[src/rtl/ty_stream_pkg.sv]
// Shared stream geometry for the kernel pack/unpack stages: lane count, lane width
// and the lane-data type, plus a lane extraction helper.
package ty_stream_pkg;

    localparam int NLANES = 4;
    localparam int LANEW  = 64;

    typedef logic [LANEW-1:0] lane_t;

    function automatic lane_t lane_get(input logic [NLANES*LANEW-1:0] word, input int idx);
        lane_get = word[idx*LANEW +: LANEW];
    endfunction

endpackage

[src/rtl/func_out_unpack.sv]
// Splits one packed kernel output word into NLANES independent AXI-stream lanes.
// A single holding register is drained lane by lane; the next word loads on the final drain.
module func_out_unpack
    import ty_stream_pkg::*;
#(
    parameter int NLANES = ty_stream_pkg::NLANES,
    parameter int LANEW  = ty_stream_pkg::LANEW
) (
    input  logic                    aclk,
    input  logic                    areset,
    input  logic                    s_tvalid,
    input  logic [NLANES*LANEW-1:0] s_tdata,
    output logic                    s_tready,
    output logic [NLANES-1:0]       m_tvalid,
    output logic [NLANES*LANEW-1:0] m_tdata,
    input  logic [NLANES-1:0]       m_tready,
    output logic [31:0]             word_count
);

    localparam logic [0:0] ST_EMPTY = 1'b0;
    localparam logic [0:0] ST_HOLD  = 1'b1;

    logic [0:0]              r_state;
    logic [NLANES-1:0]       r_pending;
    logic [NLANES*LANEW-1:0] r_hold;
    logic [31:0]             r_word_count;

    logic [0:0]              w_state_nxt;
    logic [NLANES-1:0]       w_pending_nxt;
    logic [NLANES-1:0]       w_valid;
    logic [NLANES-1:0]       w_fire;
    logic                    w_full;
    logic                    w_last_drain;
    logic                    w_ready;
    logic                    w_load;

    // Handshake decode: which lanes complete now and whether this empties the word.
    always_comb begin
        w_full       = (r_state == ST_HOLD);
        w_valid      = {NLANES{w_full}} & r_pending;
        w_fire       = w_valid & m_tready;
        w_last_drain = w_full && ((r_pending & ~w_fire) == {NLANES{1'b0}});
        w_ready      = !w_full || w_last_drain;
        w_load       = s_tvalid && w_ready;
    end

    // Next state and pending mask; a drained word is replaced in the same edge when input waits.
    always_comb begin
        w_state_nxt   = r_state;
        w_pending_nxt = r_pending;
        case (r_state)
            ST_EMPTY: begin
                if (w_load) begin
                    w_state_nxt   = ST_HOLD;
                    w_pending_nxt = {NLANES{1'b1}};
                end else begin
                    w_state_nxt   = ST_EMPTY;
                    w_pending_nxt = {NLANES{1'b0}};
                end
            end
            ST_HOLD: begin
                if (w_last_drain && s_tvalid) begin
                    w_state_nxt   = ST_HOLD;
                    w_pending_nxt = {NLANES{1'b1}};
                end else if (w_last_drain) begin
                    w_state_nxt   = ST_EMPTY;
                    w_pending_nxt = {NLANES{1'b0}};
                end else begin
                    w_state_nxt   = ST_HOLD;
                    w_pending_nxt = r_pending & ~w_fire;
                end
            end
            default: begin
                w_state_nxt   = ST_EMPTY;
                w_pending_nxt = {NLANES{1'b0}};
            end
        endcase
    end

    // State, pending mask and delivered-word counter.
    always_ff @(posedge aclk or negedge areset) begin
        if (!areset) begin
            r_state      <= ST_EMPTY;
            r_pending    <= {NLANES{1'b0}};
            r_word_count <= 32'd0;
        end else begin
            r_state   <= w_state_nxt;
            r_pending <= w_pending_nxt;
            if (w_last_drain) begin
                r_word_count <= r_word_count + 32'd1;
            end else begin
                r_word_count <= r_word_count;
            end
        end
    end

    // Holding register only written on an accepted input word.
    always_ff @(posedge aclk or negedge areset) begin
        if (!areset) begin
            r_hold <= {(NLANES*LANEW){1'b0}};
        end else if (w_load) begin
            r_hold <= s_tdata;
        end else begin
            r_hold <= r_hold;
        end
    end

    // s_tready must stay combinational so a draining word can be replaced without a bubble.
    always_comb begin
        s_tready   = w_ready;
        m_tvalid   = w_valid;
        m_tdata    = r_hold;
        word_count = r_word_count;
    end

endmodule

[config.mk]
export PLATFORM = sky130hd
export DESIGN_NAME = func_out_unpack
export DESIGN_NICKNAME = d
export VERILOG_FILES = /design/src/rtl/ty_stream_pkg.sv /design/src/rtl/func_out_unpack.sv
export SDC_FILE = /design/constraint.sdc
export NUM_CORES = 1
export LEC_CHECK = 0
export ABC_CLOCK_PERIOD_IN_PS = 3600
export BUFFER_PORTS_ARGS = -buffer_cell sky130_fd_sc_hd__buf_2
export CAP_MARGIN = 20
export CORE_AREA = 2 2 217 219
export CTS_CLUSTER_DIAMETER = 80
export DETAILED_ROUTE_END_ITERATION = 10
export DIE_AREA = 0 0 219 221
export HOLD_SLACK_MARGIN = 0.08
export PLACE_DENSITY_LB_ADDON = 0.08
export SLEW_MARGIN = 30
export SYNTH_ARGS = -nofsm -noshare
export SYNTH_HDL_FRONTEND = slang
export SYNTH_SLANG_ARGS = --single-unit
[constraint.sdc]
create_clock -name aclk -period 3.6 [get_ports aclk]
set_input_delay 0.18 -clock aclk [delete_from_list [all_inputs] [get_ports aclk]]
set_output_delay 0.18 -clock aclk [all_outputs]
set_load 0.02 [all_outputs]
-- Yosys cells after proc, flatten, opt, wreduce, memory -nomap -nowiden
Cells that the tools add are included.
- memory bits (writable): 0
- logic and storage cells: 24
- latch bits: 0
- memories kept: 0
- bits in registers: 293
- bits of input ports: 263
- bits in read-only memories: 0
- bitwise operators: 5
- add/subtract/negate cells: 1
- magnitude comparators: 0
- reduce and logical (&&, ||, !) cells: 6
- shifts and indexed selects: 0
- multipliers: 0
- equality and inequality tests: 0
- multiplexer cells: 8
- div/mod/pow operators: 0
- operator list (operator ; count):
    adder 32 x 1 -> 32 bit, second input constant ; 1
    AND 4 bit ; 3
    two-way mux 4 bit ; 3
    case mux 4 bit (2 select lines) ; 1
    logical NOT 4 bit ; 1
    NOT 4 bit ; 1
    logical AND 1 bit ; 3
    two-way mux 1 bit ; 3
    case mux 1 bit (2 select lines) ; 1
    logical NOT 1 bit ; 1
    logical OR 1 bit ; 1
    NOT 1 bit ; 1

-- Depth between registers and ports, before layout
- depth after elaboration: 10
- gate-level depth with buffers: 7

-- Worst setup path after synthesis
Ideal clock, no wire load.
- path type: reg-to-reg
- start point: register r_word_count[2], in the netlist word_count[2]
- end point: register r_word_count[27], in the netlist word_count[27]
- library setup time: 80 ps
- period minus slack after synthesis: 1918 ps
- path slack: 1682 ps
- data arrival time: 1838 ps
- cell stages (with the launch flop): 7
- cell sequence: dfrtp_1 > and3_4 > nand2_2 > or4_4 > buf_6 > nor4_4 > xor2_1
- word-level cells in the longest chain between the ends: 1
- ends and longest elaborated chain (what ; line ; text):
    start: declaration ; func_out_unpack.sv:26 ; logic [31:0] r_word_count;
    start signal: assignment ; func_out_unpack.sv:90 ; r_word_count <= r_word_count + 32'd1;
    start signal: assignment ; func_out_unpack.sv:92 ; r_word_count <= r_word_count;
    adder 32 x 1 -> 32 bit ; func_out_unpack.sv:90 ;
Every way passes these cells.
A chain may end at the register's enable or synchronous reset.

-- Worst setup path after layout
- start point: register r_pending[1]
- end point: register r_hold[187], in the netlist m_tdata[187]
- word-level cells in the longest chain between the ends: 8
- ends and longest elaborated chain (what ; line ; text):
    start: declaration ; func_out_unpack.sv:24 ; logic [NLANES-1:0] r_pending;
    start signal: assignment ; func_out_unpack.sv:84 ; r_pending <= {NLANES{1'b0}};
    start signal: assignment ; func_out_unpack.sv:88 ; r_pending <= w_pending_nxt;
    AND 4 bit ; func_out_unpack.sv:40 ; w_valid = {NLANES{w_full}} & r_pending;
    AND 4 bit ; func_out_unpack.sv:41 ; w_fire = w_valid & m_tready;
    NOT 4 bit ; func_out_unpack.sv:42 ; w_last_drain = w_full && ((r_pending & ~w_fire) == {NLANES{1'b0}});
    AND 4 bit * ; func_out_unpack.sv:42 ;
    logical NOT 4 bit * ; func_out_unpack.sv:42 ;
    logical AND 1 bit * ; func_out_unpack.sv:42 ;
    logical OR 1 bit * ; func_out_unpack.sv:43 ; w_ready = !w_full || w_last_drain;
    logical AND 1 bit * ; func_out_unpack.sv:44 ; w_load = s_tvalid && w_ready;
    end signal: assignment ; func_out_unpack.sv:100 ; r_hold <= {(NLANES*LANEW){1'b0}};
    end signal: assignment ; func_out_unpack.sv:102 ; r_hold <= s_tdata;
    end signal: assignment ; func_out_unpack.sv:104 ; r_hold <= r_hold;
    end: declaration ; func_out_unpack.sv:25 ; logic [NLANES*LANEW-1:0] r_hold;
Mark *: on every way between the ends. The rest lies on a longest branch, timed or not.

==> reports/qor.yml <==
synth_warnings: 0
cts_num_sinks: 293
hold_slack_ns: 0.117
synth_top_area_cell: "dfrtp_1"
wire_per_inst_um: 16.9
powerDensity_nw_per_um2: 760
stdcell_count: 2172
io_buffers: 555
grt_max_degree: 107
skew_ns: 0.0133
critPathMaxFanout: 39
ctsLongestPathBuffers: 3
regArea_sq_um: 7330
synth_edf_count: 0
dr.pass1.iters: 4
final_area_sq_um: 18600
fin_tns_setup_ns: 0
wl_met3_mm: 2.80
dieArea_sq_um: 48400
wl_mm: 36.7
critPathKind: "flip-flop to flip-flop"
worstMarginPinSlew_ns: 0.805
met1Wirelength_mm: 13.5
routed.top_layer: "met4"
period_share_pct: 55.7
placedInstanceArea_sq_um: 14700
synth-seq-cells: 293
io_pins: 556
multi_input_area_sq_um: 3650
cts.htree.levels: 2
path_cells: "inv_1 > o2111ai_4 > nand2_1 > nand2_4 > buf_4 > mux2_2"
max_slew_margin_pct: 46.1
wl_met2_mm: 19.0
yosys-top-cells-count: "dfrtp_1 (293), mux2_2 (257), buf_2 (28)"
die_x_um: 219
syn_nets: 962
place_congestion: 0.756
cts_resized: 0
grt_first_pass_wirelength_mm: 56.0
syn_area_sq_um: 11200
postCtsSetupBuffers: 0
synth_area_per_cell_sq_um: 16.0
cp.arrival_ns: 2.43
drt_iter0_markers: 292
required_ns: 4.02
antenna_found_initial: 0
post-synth-top-area-fraction_pct: 65.7
path_clk_slew_ns: 0.06
nFillCells: 4536
synthArstFlopShare_pct: 100
via_per_inst: 4.06
outcome: "complete, no violations"
cp_num_buf_inv: 2
cts_made_buffers: 37
finalPower_uw: 14100
grt-ovfl-total: 0
hold_buffers: 263
setup_viol: 0
clkLatencyLatePin_ns: 0.54
drive_gt1_share_pct: 57.0
grt_setup_unrepaired: "no"
tritoncts: "yes"
grt_pass1_vias: 9728
coreArea_sq_um: 46100
min_path_type: "primary input to asynchronous set/reset pin"
dp.cells: 1840
finalHoldViolations: 0
synth.area.top_cells: "dfrtp_1 (66%), mux2_2 (26%), xnor2_1 (1.4%), buf_2 (1.3%), xor2_1 (1.0%)"
ant_nets: 0
max_freq_mhz: 499
p_leak_uw: 0.00882
hpwl_mm: 26.1
root_buffer: "clkbuf_16"
drc: 0
start_util_pct: 24.2
syn_to_final_growth_pct: 66.8
rows: 79
ys_types: 28
ys_seq_area_share_pct: 65.7
fin_crit_ns: 2.01
slowest_delay_ns: 0.46
regToRegSetupSlack_ns: 1.59
netlist_instances: 698
grt.total_usage_pct: 15.0
critPathCaptureType: "flip-flop"
cp_slowest_cell: "buf_4"
synth_most_common_cell: "dfrtp_1"
die_y_um: 221
cap_violations: 0
drv_slew: 0
vdd_ir_drop_max_mv: 0.443
critPathTopFamily: "buffers and inverters"
vias: 8825
antenna_cells: 0
final_nets: 1800
synth_ff_type: "dfrtp_1"
startpoint_type: "flip-flop"
report_power, final:
part / internal [uW] / switching (uW)
combinational: 2210 / 3020
clock: 2350 / 1460
sequential: 4500 / 600
total: 9070 / 5080
cells in the final DEF (no fill, tap or decap), drive strengths merged:
| cell type | Yosys | layout |
|---|---|---|
| nand2 | 18 | 18 |
| nand2b | 4 | 4 |
| clkinv | 0 | 5 |
| nor2 | 6 | 6 |
| clkinvlp | 0 | 1 |
| xor2 | 13 | 13 |
| bufinv | 0 | 2 |
| nand3 | 9 | 9 |
| nor4 | 6 | 6 |
| buf | 30 | 566 |
| o2111ai | 1 | 1 |
| and3 | 7 | 7 |
| o21ai | 3 | 3 |
| or4 | 1 | 1 |
| nand4 | 13 | 13 |
| dfrtp | 293 | 293 |
| ha | 1 | 1 |
| inv | 9 | 10 |
| o31ai | 1 | 1 |
| nor3 | 6 | 6 |
| dlygate4sd3 | 0 | 263 |
| mux2 | 257 | 257 |
| and2 | 2 | 2 |
| clkbuf | 0 | 59 |
| xnor2 | 18 | 18 |
cells by family (layout without fill, tap and decap cells):
kind of cell	Yosys count	in the layout	share of synthesized area [%]
XOR/XNOR	31	31	2.43
buffers and inverters	39	906	1.69
flip-flops	293	293	65.7
AND/OR/NAND/NOR	72	72	3.75
adder cells (fa/ha/maj)	1	1	0.112
AO/OA/AOI/OAI	5	5	0.437
multiplexers	257	257	25.9
worst register-to-register path: cells and delay by family (launching register included):
kind	cells	cell delay (ns)
buffers and inverters	2	0.54
multiplexers	1	0.44
flip-flops	1	0.32
AND/OR/NAND/NOR	2	0.32
AO/OA/AOI/OAI	1	0.27
metrics by stage:
stage | worst slack, ns | utilization (%)
final | 1.59 | 40.4
after global routing | 1.45 | 40.4
after detailed placement | 1.58 | 31.9
after CTS | 1.57 | 40.4
after floorplan | 1.68 | -
after global placement | 1.58 | 31.9
per-layer routing:
layer,vias up,track usage [%]
met5,-,0
met4,0,6.73
met3,73,4.67
met2,316,26.7
met1,4303,16.0
li1,4133,-
layout make-up:
type / instances / area share (%)
flip-flops and latches: 293 / 39.4
multi-input cells: 366 / 19.6
clock inverters: 9 / 0.544
well taps: 607 / 4.08
clock buffers: 59 / 6.23
inverters: 9 / 0.181
repair buffers: 829 / 30.0
state kept, by name (all words and copies together), names as in the netlist:
register    flops
r_pending       4
word_count     32
m_tdata       256
r_state         1
path summary, 6_finish.rpt:
kind / end / startpoint / depth (start not counted)
min in group aclk: m_tdata[221] / s_tdata[221] / 3
hold / removal: m_tdata[186] / areset / 2
max in group asynchronous: m_tdata[63] / areset / 4
setup / recovery: m_tdata[187] / r_pending[1] / 6
setup reg to reg: m_tdata[187] / r_pending[1] / 6
hold reg to reg: word_count[31] / word_count[31] / 1
(Power assumes the default switching activity.)
